**src/rtl/sseg_scan_driver.sv**
```systemverilog
// Multiplexed common-anode seven-segment scan driver with double-buffered display data.
// Defining SSEG_LZ_SUPPRESS_EN adds leading-zero suppression.
module sseg_scan_driver #(
    parameter int N_DIGITS    = 8,
    parameter int REFRESH_DIV = 50_000
) (
    input  logic                  clk,
    input  logic                  reset_n,
    input  logic                  enable,
    input  logic                  load,
    input  logic [4*N_DIGITS-1:0] data,
    input  logic [N_DIGITS-1:0]   dp_in,
    input  logic [N_DIGITS-1:0]   blank_mask,
    output logic [6:0]            sseg,
    output logic [N_DIGITS-1:0]   AN,
    output logic                  DP,
    output logic                  frame_done
);
    localparam int DIV_W = $clog2(REFRESH_DIV);
    localparam int IDX_W = (N_DIGITS > 1) ? $clog2(N_DIGITS) : 1;
    localparam logic [DIV_W-1:0] DIV_LAST = DIV_W'(REFRESH_DIV - 1);
    localparam logic [IDX_W-1:0] IDX_LAST = IDX_W'(N_DIGITS - 1);
    localparam logic [6:0]       SEG_OFF  = 7'h7F;

    logic [DIV_W-1:0]      div_cnt;
    logic [IDX_W-1:0]      idx;
    logic [4*N_DIGITS-1:0] shadow_data;
    logic [4*N_DIGITS-1:0] active_data;
    logic [N_DIGITS-1:0]   shadow_dp;
    logic [N_DIGITS-1:0]   active_dp;
    logic                  pending;
    logic                  tick;
    logic                  wrap;

    logic [3:0]            cur_nib;
    logic                  cur_dp;
    logic                  cur_blank;
    logic                  cur_lz;
    logic [N_DIGITS-1:0]   an_lit;

    function automatic logic [6:0] hex7(input logic [3:0] nib);
        case (nib)
            4'h0: return 7'b1000000;
            4'h1: return 7'b1111001;
            4'h2: return 7'b0100100;
            4'h3: return 7'b0110000;
            4'h4: return 7'b0011001;
            4'h5: return 7'b0010010;
            4'h6: return 7'b0000010;
            4'h7: return 7'b1111000;
            4'h8: return 7'b0000000;
            4'h9: return 7'b0010000;
            4'hA: return 7'b0001000;
            4'hB: return 7'b0000011;
            4'hC: return 7'b1000110;
            4'hD: return 7'b0100001;
            4'hE: return 7'b0000110;
            default: return 7'b0001110;
        endcase
    endfunction

    assign tick = enable && (div_cnt == DIV_LAST);
    assign wrap = tick && (idx == IDX_LAST);

    // NOTE: state registers use non-blocking assignments so every flop samples pre-edge values.
    always_ff @(posedge clk or negedge reset_n) begin
        if (!reset_n) begin
            div_cnt    <= '0;
            idx        <= '0;
            frame_done <= 1'b0;
        end else begin
            frame_done <= wrap;
            if (tick) begin
                div_cnt <= '0;
                idx     <= wrap ? '0 : idx + 1'b1;
            end else if (enable) begin
                div_cnt <= div_cnt + 1'b1;
            end
        end
    end

    // Active buffer only changes on a wrap tick, so a frame is never torn.
    always_ff @(posedge clk or negedge reset_n) begin
        if (!reset_n) begin
            shadow_data <= '0;
            shadow_dp   <= '0;
            active_data <= '0;
            active_dp   <= '0;
            pending     <= 1'b0;
        end else begin
            if (load) begin
                shadow_data <= data;
                shadow_dp   <= dp_in;
            end
            if (load && wrap) begin
                active_data <= data;
                active_dp   <= dp_in;
                pending     <= 1'b0;
            end else if (load) begin
                pending <= 1'b1;
            end else if (wrap && pending) begin
                active_data <= shadow_data;
                active_dp   <= shadow_dp;
                pending     <= 1'b0;
            end
        end
    end

    // NOTE: every combinational output gets a default first, so no latch is inferred.
    always_comb begin
        cur_nib   = 4'h0;
        cur_dp    = 1'b0;
        cur_blank = 1'b0;
        an_lit    = '1;
        for (int i = 0; i < N_DIGITS; i++) begin
            if (idx == IDX_W'(i)) begin
                cur_nib   = active_data[4*i +: 4];
                cur_dp    = active_dp[i];
                cur_blank = blank_mask[i];
                an_lit[i] = 1'b0;
            end
        end
    end

`ifdef SSEG_LZ_SUPPRESS_EN
    logic [N_DIGITS-1:0] lz_mask;
    logic                upper_zero;

    // A digit is a leading zero when it and every digit above it hold 0; digit 0 always shows.
    always_comb begin
        lz_mask    = '0;
        upper_zero = 1'b1;
        for (int i = N_DIGITS - 1; i > 0; i--) begin
            upper_zero = upper_zero && (active_data[4*i +: 4] == 4'h0);
            lz_mask[i] = upper_zero;
        end
    end

    always_comb begin
        cur_lz = 1'b0;
        for (int i = 0; i < N_DIGITS; i++) begin
            if (idx == IDX_W'(i)) cur_lz = lz_mask[i];
        end
    end
`else
    assign cur_lz = 1'b0;
`endif

    always_ff @(posedge clk or negedge reset_n) begin
        if (!reset_n) begin
            sseg <= SEG_OFF;
            AN   <= '1;
            DP   <= 1'b1;
        end else if (!enable || cur_blank) begin
            sseg <= SEG_OFF;
            AN   <= '1;
            DP   <= 1'b1;
        end else if (cur_lz) begin
            sseg <= SEG_OFF;
            AN   <= cur_dp ? an_lit : '1;
            DP   <= ~cur_dp;
        end else begin
            sseg <= hex7(cur_nib);
            AN   <= an_lit;
            DP   <= ~cur_dp;
        end
    end
endmodule

```
**config.mk**
```make
export PLATFORM = sky130hd
export DESIGN_NAME = sseg_scan_driver
export DESIGN_NICKNAME = d
export VERILOG_FILES = /design/src/rtl/sseg_scan_driver.sv
export SDC_FILE = /design/constraint.sdc
export NUM_CORES = 1
export LEC_CHECK = 0
export ABC_AREA = 1
export BUFFER_PORTS_ARGS = -buffer_cell sky130_fd_sc_hd__buf_4
export CORE_UTILIZATION = 33
export DETAILED_ROUTE_END_ITERATION = 16
export PLACE_DENSITY = 0.53
export SETUP_SLACK_MARGIN = 0.1
export SYNTH_ARGS = -nofsm -noshare
export SYNTH_HDL_FRONTEND = slang
export SYNTH_SLANG_ARGS = --single-unit
```
**constraint.sdc**
```tcl
create_clock -name clk -period 6.7 [get_ports clk]
set_input_delay 0 -clock clk [delete_from_list [all_inputs] [get_ports clk]]
set_output_delay 0 -clock clk [all_outputs]
set_load 0.03 [all_outputs]
```
# Word level (Yosys, flattened, before mapping)

Memory sizes are Yosys's and may differ from the RTL's.
Index checks and enable logic that the tools add are counted.

Add/subtract/negate cells: 2
Eq/ne operators: 9
Muxes and demuxes: 47
Bitwise logic cells: 1
Reduce and logical (&&, ||, !) cells: 11

Operators by type and width:

| kind                                                             | number |
|---|---|
| 32-bit two-way mux                                               | 3 |
| 16-bit two-way mux                                               | 2 |
| 4-bit two-way mux                                                | 8 |
| 8-bit two-way mux                                                | 4 |
| 1-bit two-way mux                                                | 28 |
| 16-bit by 1-bit adder with 16-bit output (second input constant) | 1 |
| 16-bit == test (second input constant)                           | 1 |
| 3-bit == test (second input constant)                            | 4 |
| 7-bit two-way mux                                                | 1 |
| 3-bit by 2-bit == test with 1-bit output (second input constant) | 2 |
| 1-bit logical AND                                                | 4 |
| 2-bit nonzero test                                               | 2 |
| 3-bit by 1-bit adder with 3-bit output (second input constant)   | 1 |
| 3-bit by 1-bit == test with 1-bit output (second input constant) | 1 |
| 3-bit zero test                                                  | 1 |
| 3-bit two-way mux                                                | 1 |
| 3-bit nonzero test                                               | 1 |
| 2-bit by 1-bit != test with 1-bit output (second input constant) | 1 |
| 2-bit AND reduction                                              | 1 |
| 1-bit zero test                                                  | 1 |
| 1-bit logical OR                                                 | 1 |
| 1-bit inverter                                                   | 1 |

Register bits after elaboration: 117
Memory bits (read-only): 112
Input bits: 52
Output and inout port bits: 17
Word-level logic and storage cells: 82
Memories: 1

Memories:

| memory           | depth | bits a word | read ports | clocked after memory_dff | wr ports | RTL line | source |
|---|---|---|---|---|---|---|---|
| (name not given) | 16    | 7           | 1          | 0                        | 0        | 42       | `case (nib)` |

# Depth between registers and ports, before layout

Gate-level depths: netlist of run 1.

Word-level depth: 11
Depth in mapped cells: 21
Mapped depth without buffers: 20

# Worst setup path after synthesis of run 1

OpenSTA, ideal clock, no wires.

Path type: reg2reg
From: register idx[0]
To: register sseg[1]
Library setup time: 0.076 ns
Arrival time: 2.122 ns
Required time: 6.624 ns
Path slack: 4.503 ns
Stages on the path, launching flop included: 20
Buffers on the path: 1
Period minus slack after synthesis: 2.197 ns
Cells stage by stage: dfrtp_1 > inv_1 > ha_1 > nand2_1 > buf_6 > or2_2 > nand2_1 > nand2_1 > nand2_1 > nand2_1 > nand2_1 > nand2_1 > nand2_1 > nand2_1 > inv_1 > ha_1 > nand3_1 > nand2_1 > inv_1 > nand2_1

Word-level cells in the longest chain between the ends: 11
Elaborated cells between the ends (all ways): 27
Classes of those cells: eq/ne: 7; mux: 17; reduce/logical: 2; memory: 1

RTL lines:

| what                                                                       | RTL line | source |
|---|---|---|
| from (decl)                                                                | 26       | `logic [IDX_W-1:0] idx;` |
| from (signal assigned)                                                     | 75       | `idx <= wrap ? '0 : idx + 1'b1;` |
| 3-bit zero test                                                            | 116      | `if (idx == IDX_W'(i)) begin` |
| 4-bit two-way mux / 1-bit two-way mux (equally long branches) (8 in a row) | 116      |  |
| memory read 16 x 7 bit / 1-bit logical OR (equally long branches)          | --       |  |
| 7-bit two-way mux *                                                        | 154      | `end else if (!enable \|\| cur_blank) begin` |
| to (signal assigned)                                                       | 163      | `sseg <= hex7(cur_nib);` |
| to (decl)                                                                  | 14       | `output logic [6:0] sseg,` |

Mark *: on every way between the ends. The rest lies on a longest branch, timed or not.
A chain may end at the register's enable or synchronous reset.

# Worst setup path in the final report of run 1

From: register div_cnt[0]
To: register active_data[7]

Word-level cells in the longest chain between the ends: 6
Elaborated cells between the ends (all ways): 9
Classes of those cells: eq/ne: 2; mux: 1; reduce/logical: 6

RTL lines:

| what                                                                                            | RTL line | source |
|---|---|---|
| from (decl)                                                                                     | 25       | `logic [DIV_W-1:0] div_cnt;` |
| from (signal assigned)                                                                          | 77       | `div_cnt <= div_cnt + 1'b1;` |
| 16-bit == test *                                                                                | 62       | `assign tick = enable && (div_cnt == DIV_LAST);` |
| 1-bit logical AND *                                                                             | 62       |  |
| 1-bit logical AND *                                                                             | 63       | `assign wrap = tick && (idx == IDX_LAST);` |
| 1-bit logical AND (on tied branches)                                                            | 95, 101  |  |
| 2-bit by 1-bit != test with 1-bit output (no line) / 2-bit nonzero test (equally long branches) | --       |  |
| 2-bit AND reduction (no line)                                                                   | --       |  |
| to (signal assigned)                                                                            | 96       | `active_data <= data;` |
| to (signal assigned)                                                                            | 102      | `active_data <= shadow_data;` |
| to (decl)                                                                                       | 28       | `logic [4*N_DIGITS-1:0] active_data;` |

Marked as above.

==> impl_metrics.xml, run 1 <==
<?xml version="1.0" encoding="UTF-8"?>
<metrics>
  <group name="run">
    <metric name="drv.max_cap_violation_count" unit="">0</metric>
  </group>
  <group name="critical_path">
    <metric name="worst-setup-path-type" unit="">reg2reg</metric>
    <metric name="critPathRequiredTime" unit="ns">6.99</metric>
    <metric name="setup.worst_path.end_class" unit="">register</metric>
    <metric name="setup.worst_path.start_class" unit="">register</metric>
    <metric name="crit_path_max_fanout" unit="">56</metric>
    <metric name="arrival" unit="ns">3.27</metric>
  </group>
  <group name="sta">
    <metric name="final.min_clock_period" unit="ns">2.97</metric>
    <metric name="setup_slack" unit="ns">3.73</metric>
    <metric name="fmaxAchievable" unit="GHz">0.336</metric>
    <metric name="timing.slew.headroom" unit="%">19.2</metric>
    <metric name="finalSetupViolCount" unit="">0</metric>
    <metric name="final-hold-violation-count" unit="">0</metric>
    <metric name="report.final.slew_viol_count" unit="">0</metric>
    <metric name="fin_skew" unit="ns">0.0131</metric>
    <metric name="rsz0062_at_grt" unit="">false</metric>
    <metric name="fin_setup_tns" unit="ns">0</metric>
    <metric name="final.period_utilization" unit="%">44.4</metric>
    <metric name="max_slew.worst_pin.slew" unit="ns">1.21</metric>
  </group>
  <group name="floorplan">
    <metric name="number_of_placement_rows" unit="">46</metric>
    <metric name="die_h" unit="um">131</metric>
    <metric name="floorplan.initialDensity" unit="%">34.2</metric>
    <metric name="fp.dieArea" unit="um^2">17100</metric>
    <metric name="num_io_pins" unit="">69</metric>
    <metric name="die_width" unit="um">131</metric>
    <metric name="core_area" unit="um^2">16100</metric>
  </group>
  <group name="power">
    <metric name="irDropWorstVdd" unit="mV">0.213</metric>
    <metric name="post-layout-total-power" unit="uW">1790</metric>
    <metric name="power.static_leakage" unit="uW">0.00365</metric>
    <metric name="power.density" unit="nW/um^2">251</metric>
  </group>
  <group name="global_routing">
    <metric name="grt_first_pass_wirelength" unit="mm">21.9</metric>
    <metric name="grt_antenna_before_repair" unit="">0</metric>
    <metric name="overflow_after_grt" unit="">0</metric>
    <metric name="via_count_of_the_first_global_routing_pass" unit="">4551</metric>
    <metric name="maximum_number_of_pins_on_one_net_before_global_route_repair" unit="">67</metric>
    <metric name="track_usage" unit="%">16.8</metric>
  </group>
  <group name="run_status">
    <metric name="outcome" unit="">completed</metric>
  </group>
  <group name="clock_network">
    <metric name="post-cts-setup-buffer-count" unit="">0</metric>
    <metric name="cts_made_buffers" unit="">17</metric>
    <metric name="worst_setup_hold_path_clk_slew" unit="ns">0.05</metric>
    <metric name="cts_buffer_depth" unit="">2</metric>
    <metric name="clock_insertion_delay_worst_skew" unit="ns">0.41</metric>
    <metric name="cts-root-buf" unit="">clkbuf_16</metric>
    <metric name="cts_hold_buffers" unit="">42</metric>
    <metric name="deepest_level_of_the_cts_h_tree" unit="">4</metric>
    <metric name="tritoncts" unit="">built</metric>
    <metric name="post_cts_resize_count" unit="">0</metric>
    <metric name="clock-sinks" unit="">117</metric>
  </group>
  <group name="synthesis">
    <metric name="yosys_warnings" unit="">0</metric>
    <metric name="synth.net_count" unit="">707</metric>
    <metric name="ys_ff_latch" unit="">117</metric>
    <metric name="syn_avg_cell_area" unit="um^2">8.55</metric>
    <metric name="synth_top_cell_area_share" unit="%">46.1</metric>
    <metric name="seq_area_frac_synth" unit="%">53.7</metric>
    <metric name="netlist_top_cells_area" unit="">dfrtp_1, nand2_1, dfstp_2, inv_1, o21ai_0</metric>
    <metric name="syn_inst" unit="">642</metric>
    <metric name="yosysUniqueCellTypes" unit="">39</metric>
    <metric name="post-synth-top-area-cell" unit="">dfrtp_1</metric>
    <metric name="synth_area" unit="um^2">5490</metric>
  </group>
  <group name="final_layout">
    <metric name="area_growth_syn_to_layout" unit="%">30.5</metric>
    <metric name="fillCellCount" unit="">1607</metric>
    <metric name="most_frequent_standard_cell_in_the_layout_excluding_fill_and_tap_cells" unit="">nand2_1</metric>
    <metric name="layout_common_cells" unit="">nand2_1, dfrtp_1, inv_1</metric>
    <metric name="diodes" unit="">0</metric>
    <metric name="layout-drive-gt1-share" unit="%">18.2</metric>
    <metric name="design.final.nets" unit="">816</metric>
  </group>
  <group name="place">
    <metric name="globalplace.congestion" unit="">0.798</metric>
    <metric name="io_buffers" unit="">68</metric>
    <metric name="detailedPlacementHpwl" unit="mm">8.87</metric>
    <metric name="place_ws" unit="ns">3.75</metric>
  </group>
  <group name="worst_hold_path">
    <metric name="hp-class" unit="">in2reg</metric>
  </group>
  <group name="detailed_routing">
    <metric name="via_count" unit="">4402</metric>
    <metric name="route.detailed.drc" unit="">0</metric>
    <metric name="wire_per_inst" unit="um">12.9</metric>
    <metric name="wl" unit="mm">12.6</metric>
    <metric name="ant_nets" unit="">0</metric>
    <metric name="dr.first_iter.drc_count" unit="">260</metric>
    <metric name="firstDrtPassIters" unit="">4</metric>
    <metric name="routed_via_density" unit="">4.49</metric>
  </group>
</metrics>
[area by class of cell]
cell class	count	area, um^2	share of cell area [%]
Clock buffer	24	482	6.73
Clock inverter	8	101	1.42
Inverter	76	285	3.98
Multi-Input combinational cell	428	2140	29.8
Sequential cell	117	2950	41.2
Tap cell	216	270	3.77
Timing Repair Buffer	111	938	13.1
[final timing paths]
kind	from	end	slack (ns)	cells past startpoint
max	div_cnt[0]	active_data[7]	3.73	6
max in group asynchronous	reset_n	div_cnt[7]	5.24	3
min in group asynchronous	reset_n	shadow_data[11]	0.15	2
min reg2reg	shadow_data[7]	shadow_data[7]	0.46	2
min	blank_mask[7]	AN[4]	0.04	5
max reg2reg	div_cnt[0]	active_data[7]	3.73	6
[critical path, stage by stage (launching register included)]
cell and delay, ns:
dfrtp_1 0.38, ha_1 0.22, nand3_1 0.15, nor4_4 0.44
nand2_2 0.24, nor2_4 0.95, mux2_2 0.43
[sequential cells by signal (all words and copies together), names as in the netlist]
register and flops:
active_data 32, idx 3, div_cnt 16, shadow_data 32, frame_done 1, AN 8, shadow_dp 8, sseg 7
pending 1, active_dp 8, DP 1
[power breakdown]
part	switching, uW	total [uW]	leakage (uW)	internal [uW]
registers	22.5	769	0.00139	746
clock network	312	888	0.000276	576
logic	74.4	138	0.00199	63.4
[stage by stage]
| stage | hold WS (ns) | utilization [%] | instance area, um^2 | cells |
|---|---|---|---|---|
| global placement | 0.0603 | 38.3 | 6160 | 906 |
| global route | 0.0545 | 44.6 | 7160 | 980 |
| detailed placement | 0.0701 | 38.3 | 6160 | 906 |
| finish | 0.0393 | 44.6 | 7160 | 980 |
| floorplan | -0.296 | - | 5490 | 642 |
| CTS | 0.0244 | 44.6 | 7160 | 980 |
[synth_stat cells, drive strengths merged]
library cell / count
o2111ai: 4
a21boi: 2
xnor2: 1
clkinv: 1
nor3: 5
mux2: 12
o22ai: 1
dfrtp: 101
xor2: 3
o41ai: 4
o21ai: 45
nor4: 3
nand4: 5
inv: 75
nand2: 214
buf: 12
dfstp: 16
a21oi: 14
o211ai: 1
o21bai: 1
a31oi: 3
nor2: 50
or2: 2
and3: 1
clkbuf: 9
ha: 13
o21a: 4
nand3: 37
a221oi: 3
[cell families (layout without fill, tap and decap cells)]
family | after synthesis | in the layout | share of synthesized area (%)
xor gates and xnor gates | 4 | 4 | 0.639
adders and majority gates | 13 | 13 | 2.96
buffers and inverters | 97 | 219 | 7.43
DFF | 117 | 117 | 53.7
and+or+nand+nor | 317 | 317 | 23.7
muxes | 12 | 12 | 2.46
AOI/OAI and AO/OA | 82 | 82 | 9.03
[routing by layer]
layer  vias up  part of all wire (%)  track usage (%)
li1       2269                     -                -
met1      2043                    51             22.9
met2        75                    45             25.4
met3        15                   3.0             3.42
met4         0                   1.7             8.11
met5         -                     0                0
Power figures use the tool's default switching activity.
==> run 2, diff against run 1 <==
- PLACE_DENSITY: 0.53 -> 0.55
- clock period: 6.7 -> 2.45 ns (I/O delays scaled with it)
==> impl_metrics.xml, run 2 (synthesis results as in run 1) <==
<?xml version="1.0" encoding="UTF-8"?>
<metrics>
  <group name="critical_path">
    <metric name="reg2reg_depth" unit="">16</metric>
    <metric name="capture_point_of_the_worst_path" unit="">sseg[4]</metric>
    <metric name="setup.worst_path.start_class" unit="">register</metric>
    <metric name="worstReg2RegEnd" unit="">sseg[4]</metric>
    <metric name="critPathRequiredTime" unit="ns">2.80</metric>
    <metric name="crit_path_max_fanout" unit="">5</metric>
    <metric name="arrival" unit="ns">2.60</metric>
    <metric name="crit_startpoint" unit="">idx[0]</metric>
    <metric name="setup.worst_path.end_class" unit="">register</metric>
    <metric name="worst-setup-path-type" unit="">reg2reg</metric>
    <metric name="r2r-start" unit="">idx[0]</metric>
    <metric name="worst-r2r-setup-slack" unit="ns">0.20</metric>
  </group>
  <group name="final_layout">
    <metric name="layout-drive-gt1-share" unit="%">23.4</metric>
    <metric name="fillCellCount" unit="">1545</metric>
    <metric name="top_regs" unit="">active_data x32, shadow_data x32, div_cnt x16</metric>
    <metric name="area_growth_syn_to_layout" unit="%">36.1</metric>
    <metric name="layout_common_cells" unit="">nand2_1, dfrtp_1, buf_4</metric>
    <metric name="design.final.nets" unit="">839</metric>
    <metric name="diodes" unit="">0</metric>
    <metric name="most_frequent_standard_cell_in_the_layout_excluding_fill_and_tap_cells" unit="">nand2_1</metric>
  </group>
  <group name="global_routing">
    <metric name="track_usage" unit="%">17.1</metric>
    <metric name="grt_first_pass_wirelength" unit="mm">22.1</metric>
    <metric name="maximum_number_of_pins_on_one_net_before_global_route_repair" unit="">94</metric>
    <metric name="overflow_after_grt" unit="">0</metric>
    <metric name="grt_antenna_before_repair" unit="">0</metric>
    <metric name="via_count_of_the_first_global_routing_pass" unit="">4543</metric>
  </group>
  <group name="power">
    <metric name="switching_share_of_total_power" unit="%">23.3</metric>
    <metric name="irDropWorstVdd" unit="mV">0.508</metric>
    <metric name="power_frac_clock" unit="%">49.0</metric>
    <metric name="power.density" unit="nW/um^2">656</metric>
    <metric name="share_comb_of_total_power" unit="%">7.9</metric>
    <metric name="seq_power_share" unit="%">43.0</metric>
    <metric name="power.switching" unit="uW">1140</metric>
    <metric name="power_report.internal_total" unit="uW">3760</metric>
    <metric name="power.static_leakage" unit="uW">0.00378</metric>
  </group>
  <group name="floorplan">
    <metric name="die_width" unit="um">131</metric>
    <metric name="num_io_pins" unit="">69</metric>
    <metric name="core_area" unit="um^2">16100</metric>
    <metric name="number_of_placement_rows" unit="">46</metric>
    <metric name="floorplan.initialDensity" unit="%">34.2</metric>
    <metric name="die_h" unit="um">131</metric>
    <metric name="fp.dieArea" unit="um^2">17100</metric>
  </group>
  <group name="detailed_routing">
    <metric name="routed_via_density" unit="">4.50</metric>
    <metric name="wire_per_inst" unit="um">13.5</metric>
    <metric name="firstDrtPassIters" unit="">5</metric>
    <metric name="ant_nets" unit="">0</metric>
    <metric name="dr.first_iter.drc_count" unit="">307</metric>
    <metric name="route.detailed.drc" unit="">0</metric>
    <metric name="via_count" unit="">4504</metric>
    <metric name="wl" unit="mm">13.5</metric>
  </group>
  <group name="sta">
    <metric name="max_slew.worst_pin.slew" unit="ns">0.632</metric>
    <metric name="final.min_clock_period" unit="ns">2.25</metric>
    <metric name="setup_slack" unit="ns">0.198</metric>
    <metric name="fin_setup_tns" unit="ns">0</metric>
    <metric name="report.final.slew_viol_count" unit="">0</metric>
    <metric name="rsz0062_at_grt" unit="">true</metric>
    <metric name="final-hold-violation-count" unit="">0</metric>
    <metric name="final.period_utilization" unit="%">91.9</metric>
    <metric name="fin_skew" unit="ns">0.0107</metric>
    <metric name="timing.slew.headroom" unit="%">57.7</metric>
    <metric name="finalSetupViolCount" unit="">0</metric>
    <metric name="fmaxAchievable" unit="GHz">0.444</metric>
  </group>
  <group name="place">
    <metric name="globalplace.congestion" unit="">0.848</metric>
    <metric name="place_ws" unit="ns">0.0159</metric>
    <metric name="detailedPlacementHpwl" unit="mm">9.30</metric>
    <metric name="io_buffers" unit="">68</metric>
  </group>
  <group name="clock_network">
    <metric name="cts_buffer_depth" unit="">2</metric>
    <metric name="cts-root-buf" unit="">clkbuf_16</metric>
    <metric name="clock-sinks" unit="">117</metric>
    <metric name="tritoncts" unit="">built</metric>
    <metric name="clock_insertion_delay_worst_skew" unit="ns">0.42</metric>
    <metric name="deepest_level_of_the_cts_h_tree" unit="">4</metric>
    <metric name="worst_setup_hold_path_clk_slew" unit="ns">0.06</metric>
    <metric name="cts_made_buffers" unit="">17</metric>
  </group>
  <group name="worst_hold_path">
    <metric name="hp-class" unit="">in2async</metric>
  </group>
  <group name="run_status">
    <metric name="outcome" unit="">completed</metric>
  </group>
  <group name="run">
    <metric name="drv.max_cap_violation_count" unit="">0</metric>
  </group>
</metrics>
[run 2: power groups by stage]
| stage | sequential, uW | combinational (uW) | clock (uW) |
|---|---|---|---|
| 2_1_floorplan | 2130 | 167 | 0 |
| 3_3_place_gp | 2130 | 331 | 0 |
| 3_5_place_dp | 2140 | 344 | 0 |
| 4_1_cts | 2110 | 398 | 2460 |
| 5_1_grt | 2120 | 446 | 2530 |
| 6_report | 2110 | 389 | 2400 |
[run 2: layout make-up]
type / count / area, um^2 / area share [%]
Sequential cell: 117 / 2950 / 39.5
Multi-Input combinational cell: 428 / 2240 / 30.0
Timing Repair Buffer: 134 / 1140 / 15.3
Clock buffer: 21 / 460 / 6.17
Inverter: 76 / 290 / 3.89
Tap cell: 216 / 270 / 3.62
Clock inverter: 10 / 109 / 1.46
[run 2: worst min path at each step]
stage / from / endpoint / slack, ns / cells after the start
global placement: reset_n / shadow_dp[1] / -0.07 / 1
CTS: reset_n / shadow_data[7] / 0.03 / 2
global route: reset_n / shadow_dp[1] / 0.08 / 2
floorplan: reset_n / active_data[0] / -0.30 / 0
finish: reset_n / shadow_dp[1] / 0.04 / 2
detailed placement: reset_n / shadow_dp[1] / -0.06 / 1
[run 2: per-stage QoR]
step           hold WS [ns]  util (%)  total power (uW)  instance area, um^2  std cells
4_1_cts              0.0344      45.6              4960                 7320        997
2_1_floorplan        -0.296         -              2300                 5490        642
3_5_place_dp        -0.0630      39.2              2480                 6290        921
3_3_place_gp        -0.0728      39.2              2470                 6290        921
5_1_grt              0.0817      46.5              5100                 7470       1002
6_report             0.0379      46.5              4900                 7470       1002
[run 2: what timing repair did]
action / CTS / global route
gates resized for setup: 6 / 28
pin swaps: 0 / 7
endpoints found under the setup margin: 6 / 7
gates cloned: 0 / 0
hold endpoints to repair: 185 / 0
hold buffers: 43 / 0
buffers inserted: 2 / 5
[run 2: layer usage]
| metal | GRT usage, % | wire length (um) | vias to the layer above |
|---|---|---|---|
| met5 | 0 | 0 | - |
| met4 | 6.36 | 184 | 0 |
| met3 | 4.48 | 435 | 14 |
| met2 | 27.0 | 6270 | 78 |
| met1 | 22.5 | 6590 | 2102 |
| li1 | - | - | 2310 |
[run 2: worst max-delay path: stages (launching register included)]
cell and delay (ns):
dfrtp_2 0.44, ha_2 0.21, ha_2 0.21, inv_2 0.09, buf_4 0.10, nand2_1 0.04
nand2_1 0.05, nand2_1 0.05, nand2_1 0.07, nand2_1 0.06, nand2_2 0.12, nand2_4 0.08
buf_4 0.14, ha_1 0.19, a21oi_1 0.15, nand2_1 0.08, nand3_1 0.08
==> run 3, diff against run 2 <==
- BUFFER_PORTS_ARGS: -buffer_cell sky130_fd_sc_hd__buf_4 -> not set
- CORE_UTILIZATION: 33 -> 50
- DONT_BUFFER_PORTS: not set -> 1
- PLACE_DENSITY: 0.55 -> 0.71
==> impl_metrics.xml, run 3 (synthesis results as in run 1) <==
<?xml version="1.0" encoding="UTF-8"?>
<metrics>
  <group name="detailed_routing">
    <metric name="topRoutingLayerUsed" unit="">met4</metric>
    <metric name="wl_met3" unit="um">649</metric>
    <metric name="ant_nets" unit="">0</metric>
    <metric name="dr_wl_met2" unit="mm">6.48</metric>
    <metric name="met1_length" unit="mm">6.09</metric>
    <metric name="wl" unit="mm">13.6</metric>
    <metric name="routed_via_density" unit="">5.30</metric>
    <metric name="via_count" unit="">4776</metric>
    <metric name="firstDrtPassIters" unit="">6</metric>
    <metric name="route.detailed.drc" unit="">0</metric>
    <metric name="dr.first_iter.drc_count" unit="">383</metric>
    <metric name="wire_per_inst" unit="um">15.1</metric>
  </group>
  <group name="critical_path">
    <metric name="crit_path_max_fanout" unit="">6</metric>
    <metric name="worstReg2RegEnd" unit="">sseg[4]</metric>
    <metric name="path_buf_inv" unit="">3</metric>
    <metric name="worst-setup-path-type" unit="">reg2reg</metric>
    <metric name="reg2reg_depth" unit="">17</metric>
    <metric name="critical_path.top_delay_family" unit="">simple AND/OR/NAND/NOR gates</metric>
    <metric name="cp_cell_sequence" unit="">buf_4 &gt; ha_4 &gt; inv_2 &gt; nor2_1 &gt; nand2_1 &gt; nand3_1 &gt; nand2_1 &gt; nand2_1 &gt; nand2_1 &gt; nand2_1 &gt; nand2_1 &gt; nand2_2 &gt; inv_2 &gt; ha_1 &gt; a21oi_1 &gt; nand2_1 &gt; nand3_1</metric>
    <metric name="worst-r2r-setup-slack" unit="ns">0.25</metric>
    <metric name="worst_path_max_delay_cell" unit="">dfrtp_2</metric>
    <metric name="critPathMaxStageDelay" unit="ns">0.43</metric>
    <metric name="setup.worst_path.end_class" unit="">register</metric>
    <metric name="most_frequent_cell_on_the_critical_path" unit="">nand2_1</metric>
    <metric name="r2r-start" unit="">idx[0]</metric>
    <metric name="setup.worst_path.start_class" unit="">register</metric>
    <metric name="arrival" unit="ns">2.66</metric>
    <metric name="critPathRequiredTime" unit="ns">2.91</metric>
  </group>
  <group name="final_layout">
    <metric name="area_growth_syn_to_layout" unit="%">35.1</metric>
    <metric name="most_frequent_standard_cell_in_the_layout_excluding_fill_and_tap_cells" unit="">nand2_1</metric>
    <metric name="seqCellArea" unit="um^2">2950</metric>
    <metric name="diodes" unit="">0</metric>
    <metric name="fillCellCount" unit="">750</metric>
    <metric name="multi_input_comb_area" unit="um^2">2250</metric>
    <metric name="design.final.nets" unit="">817</metric>
    <metric name="layout_common_cells" unit="">nand2_1, dfrtp_1, dlygate4sd3_1</metric>
    <metric name="layout.cell_area.non_filler" unit="um^2">7410</metric>
    <metric name="top_regs" unit="">active_data x32, shadow_data x32, div_cnt x16</metric>
    <metric name="layout-drive-gt1-share" unit="%">15.4</metric>
    <metric name="finish.utilization" unit="%">70.8</metric>
  </group>
  <group name="sta">
    <metric name="fmaxAchievable" unit="GHz">0.454</metric>
    <metric name="final.period_utilization" unit="%">89.8</metric>
    <metric name="finalSetupViolCount" unit="">0</metric>
    <metric name="final-hold-violation-count" unit="">117</metric>
    <metric name="rsz0062_at_grt" unit="">true</metric>
    <metric name="final.min_clock_period" unit="ns">2.20</metric>
    <metric name="setup_slack" unit="ns">0.249</metric>
    <metric name="report.final.slew_viol_count" unit="">0</metric>
    <metric name="timing.slew.headroom" unit="%">56.0</metric>
    <metric name="max_slew.worst_pin.slew" unit="ns">0.657</metric>
    <metric name="final.hold.worst_slack" unit="ns">-0.834</metric>
    <metric name="fin_skew" unit="ns">0.0107</metric>
    <metric name="fin_setup_tns" unit="ns">0</metric>
  </group>
  <group name="global_routing">
    <metric name="via_count_of_the_first_global_routing_pass" unit="">4860</metric>
    <metric name="maximum_number_of_pins_on_one_net_before_global_route_repair" unit="">118</metric>
    <metric name="overflow_after_grt" unit="">0</metric>
    <metric name="track_usage" unit="%">25.7</metric>
    <metric name="grt_first_pass_wirelength" unit="mm">22.5</metric>
    <metric name="grt_antenna_before_repair" unit="">0</metric>
  </group>
  <group name="place">
    <metric name="globalplace.congestion" unit="">0.884</metric>
    <metric name="io_buffers" unit="">0</metric>
    <metric name="detailedPlacementHpwl" unit="mm">8.17</metric>
    <metric name="place_ws" unit="ns">0.0955</metric>
    <metric name="placedInstanceArea" unit="um^2">5660</metric>
  </group>
  <group name="clock_network">
    <metric name="worst_setup_hold_path_clk_slew" unit="ns">0.06</metric>
    <metric name="clock_insertion_delay_worst_skew" unit="ns">0.53</metric>
    <metric name="clock-sinks" unit="">117</metric>
    <metric name="cts-root-buf" unit="">clkbuf_8</metric>
    <metric name="deepest_level_of_the_cts_h_tree" unit="">4</metric>
    <metric name="cts_hold_buffers" unit="">91</metric>
    <metric name="cts_made_buffers" unit="">17</metric>
    <metric name="tritoncts" unit="">built</metric>
    <metric name="cts_buffer_depth" unit="">2</metric>
  </group>
  <group name="power">
    <metric name="power.switching" unit="uW">1160</metric>
    <metric name="share_comb_of_total_power" unit="%">6.5</metric>
    <metric name="power.static_leakage" unit="uW">0.00363</metric>
    <metric name="power_frac_clock" unit="%">53.2</metric>
    <metric name="irDropWorstVdd" unit="mV">0.466</metric>
    <metric name="power_report.internal_total" unit="uW">4100</metric>
    <metric name="seq_power_share" unit="%">40.3</metric>
    <metric name="post-layout-total-power" unit="uW">5260</metric>
    <metric name="power.density" unit="nW/um^2">709</metric>
    <metric name="switching_share_of_total_power" unit="%">22.0</metric>
  </group>
  <group name="floorplan">
    <metric name="fp.dieArea" unit="um^2">11400</metric>
    <metric name="core_area" unit="um^2">10500</metric>
    <metric name="number_of_placement_rows" unit="">37</metric>
    <metric name="floorplan.initialDensity" unit="%">52.4</metric>
    <metric name="num_io_pins" unit="">69</metric>
    <metric name="die_width" unit="um">107</metric>
    <metric name="die_h" unit="um">107</metric>
  </group>
  <group name="run_status">
    <metric name="outcome" unit="">finished with violations</metric>
    <metric name="violations_in_the_final_reports" unit="">negative hold slack</metric>
  </group>
  <group name="worst_hold_path">
    <metric name="hp-class" unit="">in2async</metric>
  </group>
  <group name="run">
    <metric name="drv.max_cap_violation_count" unit="">0</metric>
  </group>
</metrics>
==> run 3: cell types whose count changed in the layout (fill, tap and decap cells not counted), moves of 2 or more <==
cell / change
dlygate4sd3_1: +47
buf_4: -68
bufinv_16: +4
clkinv_2: -3
nand2_4: -2
clkinvlp_4: +2
nand2_2: +3
==> run 3: routing by layer <==
layer / vias to the layer above / global-route usage, %
li1: 2269 / -
met1: 2305 / 32.7
met2: 165 / 41.8
met3: 37 / 6.14
met4: 0 / 11.5
met5: - / 0
==> run 3: worst max path at each step <==
stage,from,to,cells after the start
floorplan,idx[0],sseg[1],19
detailed placement,idx[0],sseg[3],18
finish,idx[0],sseg[4],17
global route,idx[0],sseg[0],18
CTS,idx[0],sseg[1],18
global placement,idx[0],sseg[3],18
==> run 3: metrics by stage <==
stage          hold slack (ns)  instances
2_1_floorplan           -0.296        642
3_3_place_gp            -0.292        771
3_5_place_dp            -0.292        771
4_1_cts                 -0.859        894
5_1_grt                 -0.859        901
6_report                -0.834        901
==> run 3: timing repair <==
action	CTS	global route
hold endpoints to repair	226	117
pin swaps	0	2
resized for setup	4	30
setup buffers	0	7
setup endpoints to repair	3	7
==> run 3: cell type report <==
class / count / share of cell area (%)
clock buffers: 19 / 5.82
inverters: 76 / 3.95
clock inverters: 13 / 3.09
repair buffers: 112 / 14.7
well taps: 136 / 2.30
multi-input cells: 428 / 30.3
flip-flops and latches: 117 / 39.8
==> run 3: power groups by stage <==
stage          Clock [uW]  Sequential [uW]  Combinational (uW)
2_1_floorplan           0             2130                 167
3_3_place_gp            0             2150                 183
3_5_place_dp            0             2150                 193
4_1_cts              2810             2120                 330
5_1_grt              2920             2130                 381
6_report             2800             2120                 342
